--- config.mk ---
export PLATFORM = sky130hd
export DESIGN_NAME = npc_sim_ctrl
export DESIGN_NICKNAME = d
export VERILOG_FILES = /design/src/rtl/npc_sim_pkg.sv /design/src/rtl/npc_popcount.sv /design/src/rtl/npc_sim_ctrl.sv
export SDC_FILE = /design/constraint.sdc
export NUM_CORES = 1
export LEC_CHECK = 0
export CORE_ASPECT_RATIO = 0.6
export CORE_UTILIZATION = 45
export CTS_CLUSTER_DIAMETER = 150
export DETAILED_ROUTE_END_ITERATION = 6
export PLACE_DENSITY_LB_ADDON = 0.08
export SYNTH_ARGS = -nofsm -noshare
export SYNTH_HDL_FRONTEND = slang
export SYNTH_HIERARCHICAL = 1
export SYNTH_SLANG_ARGS = --single-unit
--- constraint.sdc ---
create_clock -name clock -period 6.8 [get_ports clock]
set_input_delay 1.36 -clock clock [delete_from_list [all_inputs] [get_ports clock]]
set_output_delay 1.36 -clock clock [all_outputs]
set_load 0.01 [all_outputs]
--- src/rtl/npc_sim_pkg.sv ---
// Shared definitions for the simulation run controller: FSM state
// encoding and the fixed widths used across the controller files.
package npc_sim_pkg;

  typedef enum logic [1:0] {
    RST_HOLD = 2'd0,
    RUN      = 2'd1,
    HALTED   = 2'd2,
    TIMEOUT  = 2'd3
  } sim_state_e;

  localparam int unsigned STATE_W = 2;
  localparam int unsigned EXIT_W  = 32;
  // Commit count per cycle is at most 4 channels, so 3 bits suffice.
  localparam int unsigned POP_W   = 3;
  // Reset-hold counter; RST_CYCLES tops out at 255.
  localparam int unsigned HOLD_W  = 8;

endpackage

--- src/rtl/npc_popcount.sv ---
// Counts the number of set commit-valid bits in one cycle.
module npc_popcount
  import npc_sim_pkg::*;
#(
  parameter int unsigned NCH = 1
) (
  input  logic [NCH-1:0]   vec,
  output logic [POP_W-1:0] count
);

  // Sum the individual channel bits.
  always_comb begin
    count = '0;
    for (int unsigned i = 0; i < NCH; i++) begin
      count = count + POP_W'(vec[i]);
    end
  end

endmodule

--- src/rtl/npc_sim_ctrl.sv ---
// Simulation run controller: holds the core in reset, counts cycles and
// retired instructions while it runs, and records how the run ended
// (halt with exit code, or stall/cycle-limit timeout).
module npc_sim_ctrl
  import npc_sim_pkg::*;
#(
  parameter int unsigned NCH         = 1,
  parameter int unsigned CNT_W       = 64,
  parameter int unsigned RST_CYCLES  = 4,
  parameter int unsigned STALL_LIMIT = 1024,
  parameter int unsigned MAX_CYCLES  = 0
) (
  input  logic               clock,
  input  logic               reset,
  input  logic [NCH-1:0]     commit_valid,
  input  logic               halt_req,
  input  logic [EXIT_W-1:0]  halt_code,
  output logic               core_reset,
  output logic [CNT_W-1:0]   cycle_cnt,
  output logic [CNT_W-1:0]   instret_cnt,
  output logic               done,
  output logic               pass,
  output logic               timeout,
  output logic [EXIT_W-1:0]  exit_code,
  output logic [STATE_W-1:0] state
);

  // Wide enough to compare the cycle counter against MAX_CYCLES without
  // truncating either side.
  localparam int unsigned CMP_W = (CNT_W > 32) ? CNT_W : 32;
  // Sum width for the instret add, with one carry bit for saturation.
  localparam int unsigned SUM_W = ((CNT_W > POP_W) ? CNT_W : POP_W) + 1;
  localparam logic [HOLD_W-1:0] HOLD_LAST = HOLD_W'(RST_CYCLES - 1);
  localparam logic [31:0]       STALL_MAX = 32'(STALL_LIMIT);

  sim_state_e          state_q;
  sim_state_e          state_d;
  logic [HOLD_W-1:0]   hold_q;
  logic [31:0]         stall_q;
  logic [31:0]         stall_d;
  logic [CNT_W-1:0]    cycle_d;
  logic [CNT_W-1:0]    instret_d;
  logic [SUM_W-1:0]    instret_sum;
  logic [POP_W-1:0]    pop;
  logic                stall_hit;
  logic                cycle_hit;

  npc_popcount #(
    .NCH (NCH)
  ) u_popcount (
    .vec   (commit_valid),
    .count (pop)
  );

  // Saturating next values of the run counters and the timeout conditions.
  always_comb begin
    cycle_d     = (cycle_cnt == '1) ? cycle_cnt : cycle_cnt + CNT_W'(1);
    instret_sum = SUM_W'(instret_cnt) + SUM_W'(pop);
    instret_d   = (instret_sum[SUM_W-1:CNT_W] != '0) ? '1 : instret_sum[CNT_W-1:0];
    if (|commit_valid) begin
      stall_d = '0;
    end else begin
      stall_d = (stall_q == '1) ? stall_q : stall_q + 32'd1;
    end
    stall_hit = (STALL_LIMIT != 0) && (stall_d == STALL_MAX);
    cycle_hit = (MAX_CYCLES != 0) && (CMP_W'(cycle_d) == CMP_W'(MAX_CYCLES));
  end

  // FSM state register.
  always_ff @(posedge clock or posedge reset) begin
    if (reset) begin
      state_q <= RST_HOLD;
    end else begin
      state_q <= state_d;
    end
  end

  // FSM next state; a halt takes priority over any timeout in the same cycle.
  always_comb begin
    state_d = state_q;
    case (state_q)
      RST_HOLD: begin
        if (hold_q == HOLD_LAST) state_d = RUN;
      end
      RUN: begin
        if (halt_req) begin
          state_d = HALTED;
        end else if (stall_hit || cycle_hit) begin
          state_d = TIMEOUT;
        end
      end
      default: state_d = state_q;
    endcase
  end

  // Counters and exit code only move in their owning state; terminal states freeze them.
  always_ff @(posedge clock or posedge reset) begin
    if (reset) begin
      hold_q      <= '0;
      stall_q     <= '0;
      cycle_cnt   <= '0;
      instret_cnt <= '0;
      exit_code   <= '0;
    end else begin
      if (state_q == RST_HOLD) begin
        hold_q <= hold_q + HOLD_W'(1);
      end
      if (state_q == RUN) begin
        cycle_cnt   <= cycle_d;
        instret_cnt <= instret_d;
        stall_q     <= stall_d;
        if (halt_req) exit_code <= halt_code;
      end
    end
  end

  // Status outputs decoded from registered state only.
  always_comb begin
    core_reset = (state_q == RST_HOLD);
    done       = (state_q == HALTED) || (state_q == TIMEOUT);
    pass       = (state_q == HALTED) && (exit_code == '0);
    timeout    = (state_q == TIMEOUT);
    state      = state_q;
  end

endmodule

==> results of run 1 <==
[cell families after synthesis]
logic type | count (synthesis) | synth area share
flops | 202 | 0.491
other cells | 1 | 0.000364
xor+xnor | 131 | 0.111
fa+ha+maj | 7 | 0.00923
buf+inv | 61 | 0.0285
simple gates | 460 | 0.238
compound gates | 128 | 0.0776
mux | 41 | 0.0445
[per-layer routing]
layer	routed length, µm	global-route usage
met4	447	0.0475
met2	10500	0.309
met1	14400	0.393
met5	0	0
met3	2020	0.0504
[power groups by stage]
| stage | clock network, W | registers (W) | logic, W |
|---|---|---|---|
| 3_3_place_gp | 0 | 0.00138 | 0.000345 |
| 5_1_grt | 0.00132 | 0.00137 | 0.000384 |
| 6_report | 0.00124 | 0.00136 | 0.000348 |
| 3_5_place_dp | 0 | 0.00138 | 0.000351 |
| 4_1_cts | 0.00126 | 0.00136 | 0.000353 |
| 2_1_floorplan | 0 | 0.00139 | 0.000146 |
[worst max-delay path, stage by stage]
cell,delay [ns]
clkdlybuf4s50_1,0.49
ha_1,0.19
inv_1,0.06
fa_1,0.37
nor2b_1,0.28
o2111ai_4,0.22
nor3_4,0.35
or4b_4,0.54
or4_2,0.87
buf_4,0.41
o211ai_1,0.19
[final cells by class]
class                   instances  area share
clock inverters                12      0.0113
inverters                      16     0.00480
well taps                     308      0.0290
repair buffers                210       0.157
multi-input cells             769       0.373
clock buffers                  28      0.0446
flip-flops and latches        202       0.380
[cell usage in the layout, fill, tap and decap left out, drive strengths merged, types with 9 or more instances in the layout]
master and count:
a21oi 24, and3 32, and4 21, buf 9, clkbuf 28, clkdlybuf4s50 201, dfrtp 202, inv 16
mux2 38, nand2 140, nand3 69, nand4 51, nor2 63, nor3 23, nor4 22, o21ai 54
o31ai 10, or3 9, xnor2 65, xor2 66
[how the worst max path moves through the flow]
| stage | startpoint | end | slack [ns] | depth (start not counted) |
|---|---|---|---|---|
| after global routing | commit_valid | instret_cnt[1] | 1.64 | 11 |
| after CTS | commit_valid | instret_cnt[0] | 1.86 | 11 |
| after detailed placement | commit_valid | instret_cnt[0] | 1.35 | 11 |
| final | commit_valid | instret_cnt[1] | 1.85 | 11 |
| after global placement | commit_valid | instret_cnt[1] | 1.40 | 11 |
| after floorplan | commit_valid | instret_cnt[11] | 2.56 | 13 |
[Yosys cell counts, drive strengths merged (6+ instances only)]
| library cell | n | share of area |
|---|---|---|
| dfrtp | 202 | 0.49 |
| a31oi | 8 | 0.0049 |
| o31ai | 10 | 0.0073 |
| xor2 | 66 | 0.056 |
| and3 | 32 | 0.019 |
| nand3 | 69 | 0.034 |
| and4 | 21 | 0.018 |
| or3 | 9 | 0.0055 |
| o21ai | 54 | 0.026 |
| inv | 16 | 0.0058 |
| nor4 | 22 | 0.015 |
| and2 | 8 | 0.0049 |
| nand4 | 51 | 0.031 |
| clkbuf | 23 | 0.0085 |
| nand2 | 140 | 0.058 |
| buf | 22 | 0.014 |
| ha | 6 | 0.0073 |
| nor2 | 63 | 0.023 |
| a21oi | 24 | 0.012 |
| nor3 | 23 | 0.013 |
| xnor2 | 65 | 0.055 |
| mux2 | 38 | 0.042 |
[flip-flops by register name, summed over array words and instances (netlist names)]
signal       count
instret_cnt     64
cycle_cnt       64
state            2
stall_q         32
exit_code       32
hold_q           8
[metrics by stage]
step | setup slack [ns] | total power [W] | cell area, µm² | util | hold slack [ns]
2_1_floorplan | 2.56 | 0.00153 | 10300 | - | 0.446
3_3_place_gp | 1.40 | 0.00172 | 12600 | 0.565 | 0.473
3_5_place_dp | 1.35 | 0.00173 | 12600 | 0.565 | 0.474
4_1_cts | 1.86 | 0.00298 | 13300 | 0.598 | 0.486
5_1_grt | 1.64 | 0.00307 | 13300 | 0.598 | 0.511
6_report | 1.85 | 0.00294 | 13300 | 0.598 | 0.481
==> impl_metrics.csv, run 1 <==
group,metric,value,unit
timing,hold_violations,0,
routing,wl,27400,µm
timing,setup_viol,0,
grt,grt_pass1_wl,45000,µm
status,status,"finished, final reports clean",
logic_synthesis,postSynthAreaPerCell,9.99,µm²
cts,cts_tree,"done",
routing,drc,0,
place,hpwl,19200,µm
routing,first_iter_violations,620,
cts,htreeDepth,1,
logic_synthesis,ys_async_sr_fraction,1.00,
floorplan,start_util,0.463,
routing,final_antenna_net_count,0,
cts,numClockSinks,202,
grt,grtUsageTotal,0.238,
floorplan,die_h,119,µm
run,maxCapViolCount,0,
hold_path,holdPathEnd,"hold_q[7]",
floorplan,dieArea,23500,µm²
grt,grt_max_degree,131,
critical_path,rrSetupSlack,2.82,ns
cells_and_area,multi_input_comb_area,4950,µm²
place,place.gp.congestion,0.930,
power,clockPowerShare,0.421,
critical_path,r2r_cells,10,
critical_path,critPathArrivalTime,5.37,ns
cells_and_area,nNetsFinal,1264,
cts,clk_pin_slew,0.07,ns
floorplan,die_w,197,µm
power,powerDensity,221,nW/µm²
cts,clock_latency,0.51,ns
timing,worst_slew_pin_slew,1.00,ns
place,port_buffers,201,
cts,numCtsBuffers,22,
cells_and_area,drive_gt1_frac,0.101,
power,comb_power_share,0.118,
timing,period_needed,4.95,ns
routing,wl_per_cell,17.7,µm
floorplan,ioPinCount,202,
cells_and_area,n_fill_cell,1905,
timing,maxSlewViolCount,0,
cts,holdBufCountCts,0,
cells_and_area,diodes,0,
critical_path,worst_ep_required_time,7.22,ns
timing,period_share,0.728,
floorplan,placementRows,42,
power,swShare,0.250,
routing,dr.pass1.iters,5,
cells_and_area,stdcell_count,1545,
timing,rsz0062_at_grt,"no",
power,p_int,0.00221,W
power,ir_drop,154,µV
cts,cts_resized,0,
critical_path,end_kind,"flip-flop",
grt,grt_overflow,0,
logic_synthesis,netlist_area,10300,µm²
logic_synthesis,synth_flop_cell,"dfrtp_1",
hold_path,hp-start,"hold_q[7]",
timing,clock.fmax,0.202,GHz
logic_synthesis,synth.yosys.seq_area_share,0.491,
timing,slew-limit-headroom,0.329,
timing,tns,0,ns
logic_synthesis,synth-edff-count,0,
logic_synthesis,yosys_warnings,6,
critical_path,crit_fanout,49,
hold_path,hp-class,"flip-flop to flip-flop",
cells_and_area,syn2layout_area_growth,29.1,%
routing,avgViaCountPerCell,5.49,
power,power_switching,0.000737,W
logic_synthesis,yosys.cell_types.count,63,
critical_path,rr_endpoint,"instret_cnt[1]",
floorplan,coreArea,22200,µm²
grt,grt_antenna_before_repair,0,
critical_path,cp-start-kind,"primary input",
cells_and_area,seq_area,5050,µm²
power,seqPwrFrac,0.461,
critical_path,worst-setup-path-type,"primary input to flip-flop",
routing,vias,8482,
logic_synthesis,synthCells,1031,
timing,fin_skew,0.0237,ns
cts,clock_path_buffers,3,
critical_path,worstReg2RegStart,"instret_cnt[0]",
hold_path,hold_depth,1,
grt,grt_pass1_vias,8102,
cts,cts-root-buf,"clkbuf_16",
logic_synthesis,ys_ff_latch,202,
cts,cts_setup_buffers,0,
power,p_leak,5.75,nW
place,dp_cells,1505,
(Power assumes the default switching activity.)
==> inputs of run 2 (changes only) <==
clock period = 4.7 ns   (was 6.8 ns; I/O delays follow)
==> run 2 against run 1 <==
Effect of this change: largest power group unchanged; flip-flop and latch count did not move; utilization rose by 0.33 points; via count rose by 0.31%.
==> impl_metrics.csv, run 2 (synthesis results as in run 1) <==
group,metric,value,unit
critical_path,crit_fanout,49,
critical_path,rrSetupSlack,1.10,ns
timing,rsz0062_at_grt,"no",
routing,vias,8508,
run,maxCapViolCount,0,
timing,hold_violations,0,
cells_and_area,diodes,0,
cells_and_area,reg_top3,"cycle_cnt: 64 flops, instret_cnt: 64 flops",
critical_path,worstReg2RegStart,"instret_cnt[0]",
routing,drc,0,
hold_path,hp-class,"flip-flop to flip-flop",
timing,fin_skew,0.0103,ns
critical_path,slowest_stage,"or4_2",
grt,grtUsageTotal,0.238,
cts,cts_tree,"done",
grt,grt_pass1_wl,44700,µm
critical_path,worst_ep_required_time,5.12,ns
power,powerDensity,321,nW/µm²
grt,grt_antenna_before_repair,0,
floorplan,start_util,0.463,
floorplan,dieArea,23500,µm²
cells_and_area,layout_commonest_cell,"dfrtp_1",
power,total_power,0.00428,W
cts,cts-root-buf,"clkbuf_16",
cts,clock_path_buffers,3,
critical_path,worst-setup-path-type,"primary input to flip-flop",
place,port_buffers,201,
routing,wl_per_cell,17.8,µm
timing,setup_viol,0,
cells_and_area,n_fill_cell,1955,
critical_path,critPathArrivalTime,4.58,ns
timing,period_needed,4.17,ns
routing,avgViaCountPerCell,5.50,
cells_and_area,final_cell_area,13400,µm²
place,place.gp.congestion,0.869,
power,ir_drop,217,µV
status,status,"finished, final reports clean",
floorplan,placementRows,42,
timing,worst_slew_pin_slew,0.992,ns
cts,holdBufCountCts,0,
floorplan,coreArea,22200,µm²
floorplan,die_h,119,µm
cts,numCtsBuffers,21,
critical_path,cp-start-kind,"primary input",
grt,grt_overflow,0,
critical_path,r2r_cells,10,
grt,grt_max_degree,63,
floorplan,die_w,197,µm
critical_path,rr_endpoint,"instret_cnt[1]",
routing,final_antenna_net_count,0,
cells_and_area,nNetsFinal,1269,
timing,period_share,0.886,
cts,htreeDepth,1,
routing,first_iter_violations,749,
timing,tns,0,ns
critical_path,endpoint,"instret_cnt[1]",
power,p_leak,5.78,nW
critical_path,end_kind,"flip-flop",
cts,numClockSinks,202,
place,hpwl,19900,µm
routing,wl,27600,µm
timing,slew-limit-headroom,0.335,
cells_and_area,syn2layout_area_growth,29.8,%
place,placed_cell_area,12600,µm²
cts,cts_resized,0,
critical_path,slowest_delay,0.69,ns
floorplan,ioPinCount,202,
timing,clock.fmax,0.240,GHz
cells_and_area,final_cell_mix,"dfrtp_1 (202), clkdlybuf4s50_1 (201), nand2_1 (110), nand3_1 (68), xor2_1 (66)",
grt,grt_pass1_vias,8012,
cts,clk_pin_slew,0.07,ns
cts,clock_latency,0.50,ns
routing,dr.pass1.iters,5,
critical_path,crit_start,"commit_valid",
cts,cts_setup_buffers,0,
cells_and_area,drive_gt1_frac,0.104,
critical_path,path_cells,"clkdlybuf4s50_1, ha_1, inv_1, fa_1, nor2b_1, o2111ai_4, nor3_4, or4b_4, or4_2, buf_4, o211ai_1",
timing,maxSlewViolCount,0,
[run 2: layout make-up]
| class | instances | area, µm² | area share |
|---|---|---|---|
| flip-flops and latches | 202 | 5050 | 0.378 |
| multi-input cells | 769 | 4950 | 0.371 |
| repair buffers | 216 | 2160 | 0.162 |
| clock buffers | 28 | 592 | 0.0443 |
| well taps | 308 | 385 | 0.0288 |
| clock inverters | 9 | 155 | 0.0116 |
| inverters | 16 | 63.8 | 0.00477 |
[run 2: metrics by stage]
step	cells	hold slack (ns)	worst slack (ns)	util
after global placement	1511	0.469	0.0819	0.568
final	1548	0.481	0.535	0.601
after floorplan	1032	0.446	0.876	-
after detailed placement	1511	0.470	0.0336	0.568
after global routing	1548	0.506	0.344	0.601
after CTS	1548	0.484	0.541	0.601
[run 2: worst max-delay path: cells and delay by family]
| family | cells | cell delay [ns] |
|---|---|---|
| AO/OA/AOI/OAI | 2 | 0.41 |
| adder cells (fa/ha/maj) | 2 | 0.55 |
| buffers and inverters | 3 | 0.91 |
| AND/OR/NAND/NOR | 4 | 1.72 |
[run 2: how the worst min path moves through the flow]
| stage | start | end | slack, ns | cells after the start |
|---|---|---|---|---|
| 4_1_cts | hold_q[7] | hold_q[7] | 0.48 | 1 |
| 3_3_place_gp | hold_q[7] | hold_q[7] | 0.47 | 1 |
| 6_report | hold_q[7] | hold_q[7] | 0.48 | 1 |
| 5_1_grt | hold_q[0] | hold_q[0] | 0.51 | 1 |
| 2_1_floorplan | hold_q[7] | hold_q[7] | 0.45 | 1 |
| 3_5_place_dp | hold_q[7] | hold_q[7] | 0.47 | 1 |
[run 2: per-layer routing]
metal | track usage | wire length, µm | vias up
met5 | 0 | 0 | -
met4 | 0.0329 | 333 | 0
met3 | 0.0586 | 2070 | 24
met2 | 0.313 | 10900 | 238
met1 | 0.391 | 14300 | 4163
li1 | - | - | 4083
[run 2: report_power, final]
part | internal, W | switching (W) | leakage [nW]
Combinational | 0.000286 | 0.000221 | 2.68
Clock | 0.00111 | 0.000706 | 0.364
Sequential | 0.00185 | 0.000120 | 2.73
